<file path="config.mk">
export PLATFORM = sky130hd
export DESIGN_NAME = memc_deskew
export DESIGN_NICKNAME = d
export VERILOG_FILES = /design/src/rtl/memc_deskew_pkg.sv /design/src/rtl/deskew_lane.sv /design/src/rtl/memc_deskew.sv
export SDC_FILE = /design/constraint.sdc
export NUM_CORES = 2
export LEC_CHECK = 0
export ABC_AREA = 0
export CORE_UTILIZATION = 57
export DETAILED_ROUTE_END_ITERATION = 10
export GPL_TIMING_DRIVEN = 0
export PLACE_DENSITY = 0.78
export SETUP_SLACK_MARGIN = 0.05
export SLEW_MARGIN = 20
export SYNTH_ARGS = -nofsm -noshare
export SYNTH_HDL_FRONTEND = slang
export SYNTH_SLANG_ARGS = --single-unit
</file>
<file path="constraint.sdc">
create_clock -name clk -period 85.2 [get_ports clk]
set_input_delay 17.04 -clock clk [delete_from_list [all_inputs] [get_ports clk]]
set_output_delay 17.04 -clock clk [all_outputs]
set_load 0.005 [all_outputs]
</file>
<file path="src/rtl/memc_deskew_pkg.sv">
// Shared types and default sizing for the systolic-array result de-skew block.
package memc_deskew_pkg;

    localparam int BITS_C_DEF = 24;
    localparam int DIM_DEF    = 8;

    typedef enum logic [1:0] {
        IDLE    = 2'd0,
        COLLECT = 2'd1,
        DRAIN   = 2'd2
    } state_t;

endpackage

</file>
<file path="src/rtl/deskew_lane.sv">
// One lane of the de-skew network: STAGES-deep delay line that shifts only on en.
module deskew_lane #(
    parameter int BITS   = 24,
    parameter int STAGES = 0
) (
    input  logic            clk,
    input  logic            en,
    input  logic [BITS-1:0] din,
    output logic [BITS-1:0] dout
);

    generate
        if (STAGES == 0) begin : g_pass
            assign dout = din;
        end else begin : g_delay
            logic [BITS-1:0] sr [STAGES];

            // NOTE: pure data storage, so no reset; valid-ness is tracked by the control path.
            always_ff @(posedge clk) begin
                if (en) begin
                    sr[0] <= din;
                    for (int s = 1; s < STAGES; s++) begin
                        sr[s] <= sr[s-1];
                    end
                end
            end

            assign dout = sr[STAGES-1];
        end
    endgenerate

endmodule

</file>
<file path="src/rtl/memc_deskew.sv">
// Collects a skewed DIM x DIM result matrix, realigns it into rows and streams the
// rows out in order through a DIM-entry FIFO with a valid/ready handshake.
module memc_deskew
    import memc_deskew_pkg::*;
#(
    parameter int BITS_C = BITS_C_DEF,
    parameter int DIM    = DIM_DEF
) (
    input  logic                                 clk,
    input  logic                                 rst,
    input  logic                                 start,
    input  logic                                 en,
    input  logic signed [DIM-1:0][BITS_C-1:0]    Cin,
    output logic signed [DIM-1:0][BITS_C-1:0]    Cout,
    output logic                                 out_valid,
    input  logic                                 out_ready,
    output logic [$clog2(DIM)-1:0]               out_row,
    output logic                                 out_last,
    output logic                                 busy,
    output logic                                 done
);

    localparam int ROW_W = $clog2(DIM);
    localparam int T_W   = $clog2(2*DIM-1);
    localparam int CNT_W = $clog2(DIM+1);

    localparam logic [T_W-1:0]   T_ROW0   = T_W'(DIM-1);
    localparam logic [T_W-1:0]   T_LAST   = T_W'(2*DIM-2);
    localparam logic [ROW_W-1:0] ROW_LAST = ROW_W'(DIM-1);

    typedef logic [DIM-1:0][BITS_C-1:0] row_t;

    function automatic logic [ROW_W-1:0] next_idx(input logic [ROW_W-1:0] p);
        return (p == ROW_LAST) ? '0 : p + 1'b1;
    endfunction

    state_t            state, state_nx;
    logic [T_W-1:0]    t;
    logic              beat;
    row_t              aligned;

    logic              wr_pending;
    row_t              wr_row;
    row_t              mem [DIM];
    logic [ROW_W-1:0]  wr_ptr, rd_ptr;
    logic [CNT_W-1:0]  count;
    logic              push, pop;

    // Beats only count while collecting; en elsewhere must not disturb the lanes.
    assign beat = en && (state == COLLECT);

    generate
        for (genvar i = 0; i < DIM; i++) begin : g_lane
            deskew_lane #(
                .BITS   (BITS_C),
                .STAGES (DIM-1-i)
            ) u_lane (
                .clk  (clk),
                .en   (beat),
                .din  (Cin[i]),
                .dout (aligned[i])
            );
        end
    endgenerate

    // NOTE: every output of this block gets a default first so no latch is inferred.
    always_comb begin
        state_nx = state;
        done     = 1'b0;
        unique case (state)
            IDLE:    if (start) state_nx = COLLECT;
            COLLECT: if (beat && (t == T_LAST)) state_nx = DRAIN;
            DRAIN: begin
                if ((count == '0) && !wr_pending) begin
                    done     = 1'b1;
                    state_nx = IDLE;
                end
            end
            default: state_nx = IDLE;
        endcase
    end

    assign busy = (state != IDLE);

    assign push = wr_pending;
    assign pop  = out_valid && out_ready;

    // NOTE: sequential state uses non-blocking assignments so all registers update together.
    always_ff @(posedge clk) begin
        if (rst) begin
            state      <= IDLE;
            t          <= '0;
            wr_pending <= 1'b0;
            wr_ptr     <= '0;
            rd_ptr     <= '0;
            count      <= '0;
            out_row    <= '0;
        end else begin
            state <= state_nx;

            if ((state == IDLE) && start) begin
                t <= '0;
            end else if (beat) begin
                t <= t + 1'b1;
            end

            // The aligned row is staged one cycle before it lands in the FIFO.
            wr_pending <= beat && (t >= T_ROW0);

            if (push) wr_ptr <= next_idx(wr_ptr);
            if (pop) begin
                rd_ptr  <= next_idx(rd_ptr);
                out_row <= next_idx(out_row);
            end

            unique case ({push, pop})
                2'b10:   count <= count + 1'b1;
                2'b01:   count <= count - 1'b1;
                default: count <= count;
            endcase
        end
    end

    always_ff @(posedge clk) begin
        if (beat) wr_row <= aligned;
        if (push) mem[wr_ptr] <= wr_row;
    end

    assign out_valid = (count != '0);
    assign Cout      = out_valid ? mem[rd_ptr] : '0;
    assign out_last  = out_valid && (out_row == ROW_LAST);

endmodule

</file>
==> reports/metrics.cfg <==
[outcome]
outcome=finished clean

[grt]
grt.met2_usage_pct=39.9
grt_pass1_wl_um=261000
overflow=0
use_met3_pct=4.41
antenna_found_initial=12
grt_max_degree=60
grt_util_met1_pct=33.1
grt_busiest_layer=met2
grt_usage_pct=24.0
grt_pass1_vias=38900

[synth]
synth_seq_cells=2423
avgSynthCellArea_sq_um=24.9
synth_commonest_cells=edfxtp_1 (2,400), mux4_2 (384), nor2_1 (211)
synth_top_area_share_pct=84.5
synth_top_area_cell=edfxtp_1
synth_most_common_cell=edfxtp_1
synth_enable_flop_cells=2400
synth.cell_area_sq_mm=0.0853
yosys_warnings=0
synthTopCellsByArea=edfxtp_1 (84%), mux4_2 (10%), mux2i_1 (2.3%)
yosys.cell_types.count=35
syn_nets=3632
ys_seq_area_share_pct=85.0
synthCells=3424
synth_ff_type=edfxtp_1
ys_async_sr_fraction_pct=0

[clock_tree]
root_buffer=clkbuf_16
htreeDepth=4
cts.sinks=2423
post_cts_resized=0
cts_tree=built
post_cts_buffers=0
cts_buffer_depth=3
cts.clk_slew.worst_paths_ns=0.06
cts_hold_buffers=0
cts_inserted_buffers=223
insertion_delay_ns=0.85

[sta]
setup_violations=0
finalHoldWorstSlack_ns=0.373
min_period_over_period_pct=24.7
fin_skew_ns=0.0547
worst_slack_ns=64.20
fin_crit_ns=21.00
grt_setup_unrepaired=false
fin_tns_setup_ns=0
slew_violations=0
maxSlewHeadroom_pct=27.7
fmax_mhz=47.6
hold_viol=0
worst_pin_slew_ns=1.08

[floorplanning]
row_count=141
die_area_sq_mm=0.151
start_util_pct=57.6
die_w_um=389
core_area_sq_mm=0.148
num_io_pins=396
die_y_um=389

[detailed_routing]
antenna_left=0
drt-pass1-iter-count=6
vias=37800
wl_um=181000
drtIter0Drc=3852
vias_per_cell=5.98
remaining_drc_errors=0
wl_per_cell_um=28.6

[placed_design]
place_hpwl_um=107000
place_congestion=0.705
post-place-ws_ns=64.75
place.port_buffers=394

[critical_path]
arrival_ns=3.96
slowest_stage=buf_2
worst-path-max-fanout=10
path_buf_inv=3
crit_family=buffers and inverters
required_ns=68.16
cp_cell_sequence=nor4_4 > buf_2 > clkbuf_1 > nor2_1 > clkdlybuf4s50_1
critical_path_class=flip-flop to primary output
crit_path_start_kind=flip-flop
slowest_delay_ns=0.69
cp-end-kind=primary output

[power]
p_per_area_mw_per_mm2=22.9
peakVddDrop_uv=19.9
leakagePower_nw=31.5

[final_layout]
fin_util_pct=68.5
nets=4400
seq_area_sq_mm=0.0725
multi_input_comb_area_sq_mm=0.0120
drive_above_1_share_pct=22.0
fillers=8423
synthToLayoutAreaGrowth_pct=19.0

[job]
drv_cap=0

[worst_hold_path]
hold_path_class=flip-flop to flip-flop

final cells by class:
type                            instances  share of cell area (%)
Antenna cell                            1                 0.00246
Buffer                                132                   0.874
Clock buffer                          264                    5.69
Clock inverter                        153                    1.42
Inverter                                5                  0.0185
Multi-Input combinational cell        864                    11.8
Sequential cell                      2423                    71.4
Tap cell                             1930                    2.38
Timing Repair Buffer                  543                    6.40
cells in the final DEF (no fill, tap or decap), drive strengths merged, types with 4 or more instances in the layout:
cell / netlist / final
clkbuf: 30 / 294
or3: 4 / 4
clkinv: 0 / 122
mux4: 384 / 384
nor2: 211 / 211
xor2: 5 / 5
buf: 102 / 251
nand2: 15 / 15
edfxtp: 2400 / 2400
ha: 11 / 11
a21oi: 11 / 11
nand2b: 4 / 4
dfxtp: 23 / 23
bufinv: 0 / 18
inv: 5 / 10
clkdlybuf4s50: 0 / 394
clkinvlp: 0 / 8
mux2i: 195 / 195
where the power goes:
group | leakage, nW | internal, mW | switching, mW | total, mW
clock network | 3.50 | 0.542 | 0.434 | 0.976
registers | 22.0 | 1.32 | 0.00980 | 1.33
logic | 6.06 | 0.0101 | 0.0112 | 0.0214
path summary, 6_finish.rpt:
| path | from | endpoint | slack, ns | cells past startpoint |
|---|---|---|---|---|
| max reg2reg | push | mem[0][76] | 81.66 | 11 |
| min | g_lane[1].u_lane.g_delay.sr[0][22] | g_lane[1].u_lane.g_delay.sr[1][22] | 0.37 | 0 |
| max | count[1] | Cout[76] | 64.20 | 5 |
| min reg2reg | g_lane[1].u_lane.g_delay.sr[0][22] | g_lane[1].u_lane.g_delay.sr[1][22] | 0.37 | 0 |
state kept, by name, indices dropped and copies added, names as in the netlist, named ones only:
register and cells:
mem 1536, g_lane.u_lane.g_delay.sr 672, wr_row 192, count 4, t 4, out_row 3, rd_ptr 3, wr_ptr 3
state 2, push 1
through the flow:
stage               power, mW  instances  cell area [sq um]
finish                   2.33       6315             102000
global placement         1.40       5748              91700
detailed placement       1.38       5897              94300
global route             2.39       6314             102000
floorplan                1.38       3424              85300
CTS                      2.34       6314             102000
per-layer routing:
metal,vias up,share of wire (%)
met5,-,0.019
met4,6,2.4
met3,287,8.0
met2,1973,51
met1,19700,39
li1,15800,-
cell families (layout without fill, tap and decap cells):
group | count (synthesis) | in the layout | share of synthesized area (%)
flip-flops | 2423 | 2423 | 85.0
buffers and inverters | 137 | 1097 | 1.05
multiplexers | 580 | 580 | 12.4
XOR/XNOR | 6 | 6 | 0.0616
adder cells (fa/ha/maj) | 11 | 11 | 0.161
other | 0 | 1 | 0
AND/OR/NAND/NOR | 248 | 248 | 1.17
AO/OA/AOI/OAI | 19 | 19 | 0.126
Note: power is estimated with default switching activity, not from simulation.
